`src/rtl/branch_predictor.sv`:
```
// branch_predictor: table of 2-bit saturating counters indexed by PC, trained from ROB commit records.
// Define GSHARE_EN to XOR a commit-trained global history register into the lookup and update indices.
module branch_predictor #(
  parameter int INDEX_BITS = 6,
  parameter int HIST_BITS  = 6
) (
  input  logic        clk_in,
  input  logic        rst_in,
  input  logic [31:0] query_pc,
  output logic        pred_taken,
  input  logic [31:0] pc_of_branch,
  input  logic        branch_taken,
  input  logic        branch_record_valid
);

  localparam int ENTRIES = 1 << INDEX_BITS;

  function automatic logic [1:0] sat_step(input logic [1:0] ctr, input logic taken);
    logic [1:0] nxt;
    if (taken) begin
      nxt = (ctr == 2'b11) ? 2'b11 : ctr + 2'b01;
    end else begin
      nxt = (ctr == 2'b00) ? 2'b00 : ctr - 2'b01;
    end
    return nxt;
  endfunction

  logic [1:0]            table_q [ENTRIES];
  logic                  pred_q;
  logic [INDEX_BITS-1:0] hist_idx_s;
  logic [INDEX_BITS-1:0] lkp_idx_s;
  logic [INDEX_BITS-1:0] upd_idx_s;
  logic [1:0]            ctr_d;
  logic                  unused_s;

`ifdef GSHARE_EN
  logic [HIST_BITS-1:0] ghr_q;
  logic [HIST_BITS-1:0] ghr_d;

  assign hist_idx_s = INDEX_BITS'(ghr_q);

  // History shifts in the committed direction; truncation drops the oldest bit.
  always_comb begin
    ghr_d = ghr_q;
    if (branch_record_valid) begin
      ghr_d = HIST_BITS'({ghr_q, branch_taken});
    end else begin
      ghr_d = ghr_q;
    end
  end

  // Global history register.
  always_ff @(posedge clk_in) begin
    if (rst_in) begin
      ghr_q <= {HIST_BITS{1'b0}};
    end else begin
      ghr_q <= ghr_d;
    end
  end
`else
  assign hist_idx_s = {INDEX_BITS{1'b0}};
`endif

  // Bits outside the index field carry no information for an untagged table.
  assign unused_s = ^{query_pc[31:INDEX_BITS+2], query_pc[1:0],
                      pc_of_branch[31:INDEX_BITS+2], pc_of_branch[1:0], HIST_BITS[0]};

  assign lkp_idx_s  = query_pc[INDEX_BITS+1:2] ^ hist_idx_s;
  assign upd_idx_s  = pc_of_branch[INDEX_BITS+1:2] ^ hist_idx_s;
  assign ctr_d      = sat_step(table_q[upd_idx_s], branch_taken);
  assign pred_taken = pred_q;

  // Counter table and registered prediction; the lookup sees pre-update state.
  always_ff @(posedge clk_in) begin
    if (rst_in) begin
      for (int i = 0; i < ENTRIES; i++) begin
        table_q[i] <= 2'b01;
      end
      pred_q <= 1'b0;
    end else begin
      pred_q <= table_q[lkp_idx_s][1];
      if (branch_record_valid) begin
        table_q[upd_idx_s] <= ctr_d;
      end
    end
  end

endmodule

```
`config.mk`:
```
export PLATFORM = sky130hd
export DESIGN_NAME = branch_predictor
export DESIGN_NICKNAME = d
export VERILOG_FILES = /design/src/rtl/branch_predictor.sv
export SDC_FILE = /design/constraint.sdc
export NUM_CORES = 1
export LEC_CHECK = 0
export BUFFER_PORTS_ARGS = -buffer_cell sky130_fd_sc_hd__buf_2
export CORE_ASPECT_RATIO = 1.4
export CORE_MARGIN = 4
export CORE_UTILIZATION = 31
export CTS_CLUSTER_SIZE = 24
export DETAILED_ROUTE_END_ITERATION = 6
export GPL_TIMING_DRIVEN = 0
export HOLD_SLACK_MARGIN = 0.06
export SLEW_MARGIN = 5
export SYNTH_ARGS = -nofsm -noshare
export SYNTH_HDL_FRONTEND = slang
export SYNTH_SLANG_ARGS = --single-unit
export TNS_END_PERCENT = 20
```
`constraint.sdc`:
```
create_clock -name clk_in -period 5.8 [get_ports clk_in]
set_clock_uncertainty 0.15 [all_clocks]
set_input_delay 0.58 -clock clk_in [delete_from_list [all_inputs] [get_ports clk_in]]
set_output_delay 0.58 -clock clk_in [all_outputs]
set_load 0.005 [all_outputs]
```
# == After elaboration in Yosys (flattened, before gate mapping) ==
# Memories as Yosys holds them, arrays and structs flattened. A register that Yosys moved wholly into a read port is not among the register bits.
# Index checks and enable logic that the tools add are counted.
# totals
register_bits,0
elab_cells,17
output_inout_bits,1
ram_bits,128
n_memories,1
inputBits,68
# classes
eq_ne,1
n_reduce_logical,2
add_sub_neg,2
muxes,11
# memory_table
memory,words,width,rd,rd_ports_with_merged_regs,wr,line,rtl
table_q,64,2,2,1,64,28,logic [1:0] table_q [ENTRIES];
# op_table
op,count
$mux 2,4
$mux 1,6
$mux 6,1
$add 2x1->2 const B,1
$eq 2x2->1 const B,1
$logic_not 2->1,1
$reduce_or 2->1,1
$sub 2x1->2 const B,1

# == Depth between registers and ports, before layout ==
# logic_depth
ltp_word,5
ltp_mapped,13
depth_no_buf,7

# == Worst setup path before layout ==
# Ideal clock, no wire load.
# synth_timing
path_type,input-to-reg
start,input port pc_of_branch[4]
end,"memory table_q[12][0], data pin"
t_arrival_ps,2510
slack_ps,2844
n_path_buf,5
required_time_ps,5354
setup_ps,296
stages,11
path_cell_list,buf_4 -> buf_6 -> buf_2 -> mux4_2 -> a31oi_1 -> o2111ai_1 -> nor4b_4 -> maj3_2 -> buf_6 -> buf_6 -> nand3_1
# synth_lines
item,line,rtl
from (decl),11,"input logic [31:0] pc_of_branch,"
to (decl),28,

==> results.md <==
- Total grt overflow: 0
- Wire length per cell: 27.9 um
- Comb power frac: 13.6%
- CP Capture Type: flop
- Starting density of the core: 31.5%
- Antenna Nets Post-Route: 0
- Slew Limit Fails: 0
- Internal power: 1.87 mW
- CTS tree: yes
- Crit-path max cell delay: 0.79 ns
- IO Pins: 69
- Syn Inst Count: 587
- CTS root buffer: clkbuf_16
- Proportion of layout cells with a drive suffix above 1: 27.5%
- Worst relative slew slack: 7.86%
- Fin. Hold Viols: 0
- First-pass GRT wire length: 38300 um
- Worst EP required: 5.74 ns
- Row count: 66
- Family with the most delay on the worst path: simple AND/OR/NAND/NOR gates
- Clock sink total: 129
- Synth unique cells: 46
- Ys async rst share: 0%
- Status: finished, final reports clean
- Startpoint types: primary input
- Vias per std cell: 5.98
- Clk Latency, worst-skew pair: 0.43 ns
- CTS Buffer Depth: 2
- Core area: 23300 um^2
- CP Class: in2reg
- Pwr Density: 301 nW/um^2
- YS warnings: 0
- Min Tclk post-route: 3.71 ns
- Min-Delay Path Class: in2reg
- Area growth syn-to-layout: 14.9%
- Hold depth: 3
- Register bit total from synthesis: 129
- PortBufs: 12
- Vias in the first global route: 5758
- Drc violations: 0
- Synthesized Nets: 655
- Avg Cell Area, Syn: 12.5 um^2
- Fin crit share: 63.9%
- Fin nets: 688
- Vias: 5612
- VDD IR max: 188 uV
- Die Span Y: 190 um
- Reg power frac: 41.6%
- Met2 usage: 34.6%
- Critical path depth in cells: 10
- Post-CTS Resized: 0
- Post-synth EDFFs: 128
- Met3 GRT Util: 3.49%
- Static leakage: 2.49 nW
- RSZ-0062 raised after global routing: false
- Post-layout util: 36.2%
- Post-Syn Area: 7330 um^2
- Commonest non-fill, non-tap cell in the layout: edfxtp_1
- CP max stage cell: nor2_1
- Seq/Total Area, Yosys: 52.7%
- Sw Ratio: 26.2%
- MaxCap Viol Count: 0
- Commonest register cell after synthesis: edfxtp_1
- Total CTS buffers: 17
- M1 GR Usage: 23.3%
- Final setup vio count: 0
- Final instance area: 8430 um^2
- Total Routed Length: 26200 um
- Number of diodes: 0
- Setup bufs post-CTS: 0
- Largest net degree at the start of global routing: 17
- Slew @ Worst Pin: 1.38 ns
- # H-tree levels: 4
- Die width: 138 um
- CP cell instances: buf_2 -> buf_2 -> nor2_1 -> a2111oi_0 -> a41o_1 -> nor4b_4 -> maj3_2 -> buf_6 -> buf_6 -> nand3_1
- P_sw: 0.663 mW
- Cts hold-fix bufs: 0
- Maximum net fanout on the critical path: 10
- 1st-pass router iterations: 5
- CTS clk-pin slew, worst paths: 0.06 ns
- WP buf/inv: 4
- Setup TNS: 0 ns
- Clock share of power: 44.8%
- Placed Area: 7810 um^2
- Max Freq: 270 MHz
- Detailed Place HPWL: 18500 um
- CP arrival: 3.65 ns
- GRT Total Usage: 20.4%
- R2R depth: 9
- Total power: 2.53 mW
- GRT Max-Usage Layer: met2
- Initial antenna violation count: 0
- Most frequent cells in the layout: edfxtp_1 (128), nand3_1 (72), o21ai_0 (59), nor3_2 (53), nand2_1 (37)
- GP Congestion: 0.964
- 1st-iter DRT viols: 820
- Die ar.: 26200 um^2
stage by stage:
stage          hold slack (ns)  instances  setup WS (ns)
3_5_place_dp             0.810        907           1.67
5_1_grt                  0.395        939           2.01
4_1_cts                  0.393        939           2.13
6_report                 0.390        939           2.09
2_1_floorplan            0.709        587           2.84
3_3_place_gp             0.813        905           1.68
kinds of logic (layout without fill, tap and decap cells):
group / after synthesis / after routing / synth area share [%]
flops: 129 / 129 / 52.7
fa+ha+maj: 2 / 2 / 0.307
simple gates: 228 / 228 / 19.0
buf+inv: 69 / 115 / 5.70
mux: 58 / 58 / 13.9
compound gates: 101 / 101 / 8.41
cell usage after synthesis, drive strengths merged, types with 9 or more instances:
cell,count,area [um^2]
and3,9,56.3
mux2i,19,190
a22oi,10,75.1
nor3,59,551
mux4,34,766
clkbuf,18,67.6
nand2,37,139
buf,46,332
o21ai,59,295
edfxtp,128,3840
nor2,26,97.6
nand3,72,360
final timing paths:
path,start,end,slack [ns]
setup / recovery,pc_of_branch[3],table_q[41][0],2.09
hold / removal,query_pc[7],pred_taken,0.39
setup reg to reg,table_q[58][1],table_q[41][0],2.73
hold reg to reg,table_q[10][1],pred_taken,0.99
layout make-up:
| cell class | instances | area, um^2 |
|---|---|---|
| Buffer | 64 | 399 |
| Clock buffer | 18 | 429 |
| Clock inverter | 14 | 189 |
| Fill cell | 2286 | 14900 |
| Inverter | 5 | 18.8 |
| Multi-Input combinational cell | 389 | 3060 |
| Sequential cell | 129 | 3860 |
| Tap cell | 306 | 383 |
| Timing Repair Buffer | 14 | 82.6 |
worst reg2reg max path, stage by stage (launching register included):
cell       delay, ns
edfxtp_1        0.45
and3b_1         0.24
a2111oi_0       0.42
a31oi_1         0.09
a41o_1          0.31
nor4b_4         0.31
maj3_2          0.26
buf_6           0.20
buf_6           0.21
nand3_1         0.12
registers in the layout (all words and copies together), names as in the netlist:
register and count:
table_q 128, pred_taken 1
routing by layer:
layer	up-vias	wire [um]
li1	2352	-
met4	0	1830
met3	105	2270
met1	2804	8950
met5	-	0
met2	351	13200
power groups by stage:
stage / Clock, mW / Combinational, mW / Sequential, mW
6_report: 1.14 / 0.344 / 1.05
3_5_place_dp: 0 / 0.336 / 1.07
2_1_floorplan: 0 / 0.224 / 1.07
4_1_cts: 1.13 / 0.337 / 1.05
5_1_grt: 1.17 / 0.356 / 1.06
3_3_place_gp: 0 / 0.334 / 1.07
Note: power is estimated with default switching activity, not from simulation.
